--- src/rtl/rr_index_arbiter.sv ---
// Round-robin arbiter presenting the granted requester as a binary index.
// Registered output, valid/ready handshake, rotating priority pointer.
module rr_index_arbiter #(
  parameter int N_IN = 3,
  parameter int OUT  = 2**N_IN
) (
  input  logic            clk,
  input  logic            rst,
  input  logic [OUT-1:0]  req,
  input  logic            out_ready,
  output logic            out_valid,
  output logic [N_IN-1:0] N
);

  typedef enum logic {IDLE, HOLD} state_t;

  state_t          state, state_d;
  logic [N_IN-1:0] ptr, ptr_d;
  logic [N_IN-1:0] ptr_nxt;
  logic [N_IN-1:0] n_d;
  logic [N_IN-1:0] idx;
  logic [N_IN-1:0] pick;
  logic            found;
  logic            hs;

  assign hs      = (state == HOLD) && out_ready;
  assign ptr_nxt = hs ? N + N_IN'(1) : ptr;

  // Circular scan starting at the pointer that applies this cycle.
  always_comb begin
    found = 1'b0;
    pick  = '0;
    idx   = '0;
    for (int k = 0; k < OUT; k++) begin
      idx = ptr_nxt + N_IN'(k);
      if (!found && req[idx]) begin
        found = 1'b1;
        pick  = idx;
      end
    end
  end

  always_comb begin
    state_d = state;
    n_d     = N;
    ptr_d   = ptr;
    unique case (state)
      IDLE: begin
        if (found) begin
          n_d     = pick;
          state_d = HOLD;
        end
      end
      HOLD: begin
        if (out_ready) begin
          ptr_d = ptr_nxt;
          if (found) begin
            n_d = pick;
          end else begin
            state_d = IDLE;
          end
        end
      end
      default: state_d = IDLE;
    endcase
  end

  always_ff @(posedge clk) begin
    if (rst) begin
      state <= IDLE;
      N     <= '0;
      ptr   <= '0;
    end else begin
      state <= state_d;
      N     <= n_d;
      ptr   <= ptr_d;
    end
  end

  assign out_valid = (state == HOLD);

endmodule

--- config.mk ---
export PLATFORM = sky130hd
export DESIGN_NAME = rr_index_arbiter
export DESIGN_NICKNAME = d
export VERILOG_FILES = /design/src/rtl/rr_index_arbiter.sv
export SDC_FILE = /design/constraint.sdc
export NUM_CORES = 1
export LEC_CHECK = 0
export CAP_MARGIN = 40
export CORE_MARGIN = 4
export CORE_UTILIZATION = 46
export DETAILED_ROUTE_END_ITERATION = 8
export PLACE_DENSITY_LB_ADDON = 0.2
export REMOVE_ABC_BUFFERS = 1
export SLEW_MARGIN = 25
export SYNTH_ARGS = -nofsm -noshare
export SYNTH_HDL_FRONTEND = slang
export SYNTH_SLANG_ARGS = --single-unit
--- constraint.sdc ---
create_clock -name clk -period 6.35 [get_ports clk]
set_input_delay 0.9525 -clock clk [delete_from_list [all_inputs] [get_ports clk]]
set_output_delay 0.9525 -clock clk [all_outputs]
set_load 0.02 [all_outputs]
# After elaboration in Yosys (flattened, before gate mapping)

Index checks and enable logic that the tools add are counted.

Add/subtract/negate cells: 8
Magnitude comparators: 8
Equal/unequal tests: 1
Muxes and demuxes: 39
Bitwise gates (word level): 1
Reductions and logical operators: 16

Operator list:

| kind                                               | number |
|---|---|
| 2-to-1 mux 3 bit                                   | 11 |
| < comparator 3 x 4 -> 1 bit, second input constant | 8 |
| binary-select mux 1 bit (select 3 bit)             | 8 |
| 2-to-1 mux 1 bit                                   | 18 |
| adder 3 bit, second input constant                 | 4 |
| logical AND 1 bit                                  | 8 |
| zero test 1 bit                                    | 7 |
| adder 3 x 1 -> 3 bit, second input constant        | 2 |
| adder 3 x 2 -> 3 bit, second input constant        | 2 |
| case mux 3 bit (2 select lines)                    | 1 |
| inequality test 2 bit, second input constant       | 1 |
| case mux 1 bit (2 select lines)                    | 1 |
| AND reduction 2 bit                                | 1 |
| inverter 1 bit                                     | 1 |

Flip-flop bits (word level): 7
Input bits: 11
Output and inout bits: 4
Word-level logic and storage cells: 76

# Logic depth before layout (Yosys ltp)

Depth after elaboration: 29
Mapped depth: 13
Depth with buffers taken out: 11

# Worst setup path before layout

No wires, ideal clock.

Path type: input -> register
From: input out_ready
To: register N[2]
Setup time: 88 ps
Data arrival time: 3838 ps
Data required time: 6262 ps
Path slack: 2424 ps
Cell stages on the path: 13
Buffers on the path: 2
Cells stage by stage: buf_6 > nand2_4 > mux2i_4 > clkinv_1 > clkbuf_1 > ha_1 > xnor2_2 > mux2i_1 > o311ai_2 > nor4_4 > a31o_1 > a31oi_1 > nor4_2

Longest elaborated chain between the ends: 29
Elaborated cells on any way between the ends: 59
Those cells by class: 7 x add/sub; 1 x eq/ne; 36 x mux; 15 x reduce/logical

RTL lines:

| what                                                                          | RTL line | source |
|---|---|---|
| start, declared                                                               | 10       | `input logic out_ready,` |
| logical AND 1 bit *                                                           | 26       | `assign hs = (state == HOLD) && out_ready;` |
| 2-to-1 mux 3 bit *                                                            | 27       | `assign ptr_nxt = hs ? N + N_IN'(1) : ptr;` |
| net ptr_nxt[1]                                                                | 19       | `logic [N_IN-1:0] ptr_nxt;` |
| parallel branches: the longest is 24 deep, another holds adder 3 x 1 -> 3 bit | -        |  |
| 2-to-1 mux 3 bit *                                                            | 49, 57   |  |
| 2-to-1 mux 3 bit                                                              | 55       | `if (out_ready) begin` |
| case mux 3 bit (2 select lines) *                                             | 47       | `unique case (state)` |
| end signal, assigned                                                          | 75       | `N <= n_d;` |
| end, declared                                                                 | 12       | `output logic [N_IN-1:0] N` |

Mark *: on every way through the listed nets, which the timed path passes. The select of a mux whose other input is x is not followed.
A chain may end at the register's enable or synchronous reset.

# Worst setup path after layout

From: input out_ready
To: register N[2]

Longest elaborated chain between the ends: 29
Elaborated cells on any way between the ends: 59
Those cells by class: 7 x add/sub; 1 x eq/ne; 36 x mux; 15 x reduce/logical

RTL lines:

| what |
|---|
| parallel branches: the longest is 29 deep, another holds adder 3 x 1 -> 3 bit |

Parallel ways; which one is timed is not known. The select of a mux whose other input is x is not followed.

==> metrics <==
status finished, final reports clean; drt drc 0; Tmin final 4.790 ns; worst-path cell chain clkdlybuf4s50_1 -> nand2_4 -> mux2i_4 -> clkinv_1 -> ha_1 -> xnor2_2 -> mux2i_1 -> o311ai_2 -> nor4_4 -> o21ai_0 -> a31oi_1 -> nor4_2; Fin. Hold Viols 0; GPL Wtd Cong 0.9878; post-route clock period utilization 75.43%; hold buffers post-CTS 0; Buf/Inv on CP 2; Post-Route Utilization 55.85%; All-Layer GR Usage 21.41%; TritonCTS clock tree done; Post-Synth Simple-Gate Area 24.76%; initial DRC count 112; cell family with the largest share of critical-path delay buffers and inverters; Switching Share 53.56%; pin count of the biggest net entering global routing 20; Fmax 0.2088 GHz; Max VDD drop 0.2294 mV; IO Count 15; most frequent cell after synthesis a21oi_1; WP data arrival 4.92 ns; Warnings, synthesis 0; Post-synth top cells a21oi_1 (25), o21ai_0 (14), nand2_1 (12); Resized cells post-CTS 0; clock slew at reported path FFs 0.05 ns; Crit-path slowest cell clkdlybuf4s50_1; P_sw 299.9 uW; Netlist cell types 51; nets 196; Post-synth ARST share 0%; antenna fix cells 0; overall power after layout 559.9 uW; part of the power in registers 12.2%; Worst Skew 0.007062 ns; Startpoint Class input port; RSZ-0062 raised after global routing false; Place WS 1.395 ns; Starting Density 49.81%; Synth area leaders dfxtp_1 (11%), a21oi_1 (9.8%), mux2i_1 (8.6%); Hold Path Class reg2reg; worst setup margin 1.560 ns; Setup TNS 0 ns; clock tree root buffer cell clkbuf_4; sequential area share after synthesis 10.96%; worst skew pair latency 0.25 ns; chip height 60.73 um; vias in the first global route 1279; max cap viols 0; drt total wl 3575 um; post-route ant nets 0; initial antenna violation count 0; Port Buffers 14; Pre-antenna DRT Iters 4; FF+latch count, synth 7; number of synthesized flops with an enable pin 0; relative slew slack 68.57%; PD cells 390.5 nW/um^2; max-slew violations 0; post-synthesis adder-cell area fraction 2.935%; Routed wire per std cell 16.94 um; FP Rows 18; first-pass GRT wire length 5996 um; TritonCTS Buffers 3; Compound-Gate Fraction of Synth Area 35.81%; Post-Syn Area per Cell 7.611 sq um; Syn Inst Count 168; Least-Margin Pin Slew 0.4699 ns; Met1 Wirelength 1645 um; Lkg Pwr 0.5363 nW; Synth Flop Type dfxtp_1; Clk network pwr share 7.2%; Die X 60.73 um; largest family of logic cells by synthesized area compound AO/OA/AOI/OAI gates; Core Region 2567 sq um; crit-path max FO 19; metal3 WL 249 um; Die ar. 3688 sq um; Area growth syn-to-layout 12.13%; post-synthesis mux area share 14.77%; top sig layer met4; total gr overflow 0; synthesized area 1279 sq um; area leader, netlist dfxtp_1; # Post-CTS Setup Buffers 0; Crit path largest cell delay 0.61 ns; vias per inst 6.526; final setup fails 0; Clock Path Buffers 2; Pint 260.0 uW; CP Class in2reg; layout cells sized above 1 12.15%; vias 1377; xor/xnor cell area share of the yosys netlist 5.479%; Combinational Power Share 80.6%; clock tree sinks 7; Max H-tree Level 1; Critical Path Sink Type register; top-area cell type share of the netlist area 10.96%; Req. time, crit path 6.48 ns; DP HPWL 2918 um; DR WL met2 1651 um
## flip-flops by register name, summed over array words and instances (netlist names)
signal / flops
ptr: 3
N: 3
out_valid: 1
## final timing paths
check / start / to / slack, ns / cells past startpoint
hold / removal: N[1]$_SDFFE_PP0P_ / N[1]$_SDFFE_PP0P_ / 0.52 / 2
setup reg to reg: N[0]$_SDFFE_PP0P_ / N[2]$_SDFFE_PP0P_ / 2.34 / 11
setup / recovery: out_ready / N[2]$_SDFFE_PP0P_ / 1.56 / 12
hold reg to reg: N[1]$_SDFFE_PP0P_ / N[1]$_SDFFE_PP0P_ / 0.52 / 2
## per-layer routing
metal  vias up  track usage (%)
met5         -                0
met4         0            3.096
met3         4            4.043
met2        62            35.27
met1       638            29.68
li1        673                -
## power groups by stage
stage	registers [mW]	clock network, mW	logic (mW)
after floorplan	0.0770	0	0.335
after global placement	0.0691	0	0.438
after detailed placement	0.0699	0	0.441
after CTS	0.0688	0.0408	0.444
after global routing	0.0708	0.0446	0.495
final	0.0685	0.0401	0.451
## cell families after synthesis
| family | Yosys count |
|---|---|
| compound gates | 70 |
| xor+xnor | 5 |
| fa+ha+maj | 3 |
| buf+inv | 10 |
| flops | 7 |
| mux | 17 |
| simple gates | 56 |
## area by class of cell
class / instances / area [sq um]
fill: 263 / 1134
multi-input combinational: 151 / 1071
sequential: 7 / 140.1
timing repair buffer: 14 / 140.1
tap: 30 / 37.54
clock buffer: 4 / 26.28
inverter: 5 / 18.77
## cell usage in the layout, fill, tap and decap left out, types with 2 or more instances in the layout
| cell | instances |
|---|---|
| o21ai_0 | 14 |
| nor2b_1 | 2 |
| a22o_1 | 2 |
| nand3_1 | 11 |
| xnor2_1 | 2 |
| mux2_2 | 5 |
| a21o_1 | 3 |
| clkbuf_4 | 3 |
| nor3_1 | 4 |
| a21oi_1 | 25 |
| inv_1 | 4 |
| nand2_1 | 12 |
| nand2b_1 | 2 |
| and2_1 | 6 |
| dfxtp_1 | 7 |
| ha_1 | 3 |
| o211ai_1 | 2 |
| a211oi_1 | 2 |
| clkdlybuf4s50_1 | 14 |
| nor2_1 | 11 |
| o2bb2ai_1 | 2 |
| mux2i_1 | 11 |
| o2111ai_1 | 2 |
| nand2_4 | 2 |
| a21oi_2 | 2 |
| a21boi_0 | 2 |
## metrics by stage
stage	cells	area [sq um]	hold slack, ns
2_1_floorplan	163	1230	0.5776
3_3_place_gp	207	1408	0.5153
3_5_place_dp	207	1408	0.5201
4_1_cts	211	1434	0.5264
5_1_grt	211	1434	0.5808
6_report	211	1434	0.5192
## tightest hold or removal path, stage by stage (launching register included)
cell and delay [ns]:
dfxtp_1 0.32, nor2_1 0.10, a311oi_1 0.05
(Power assumes the default switching activity.)
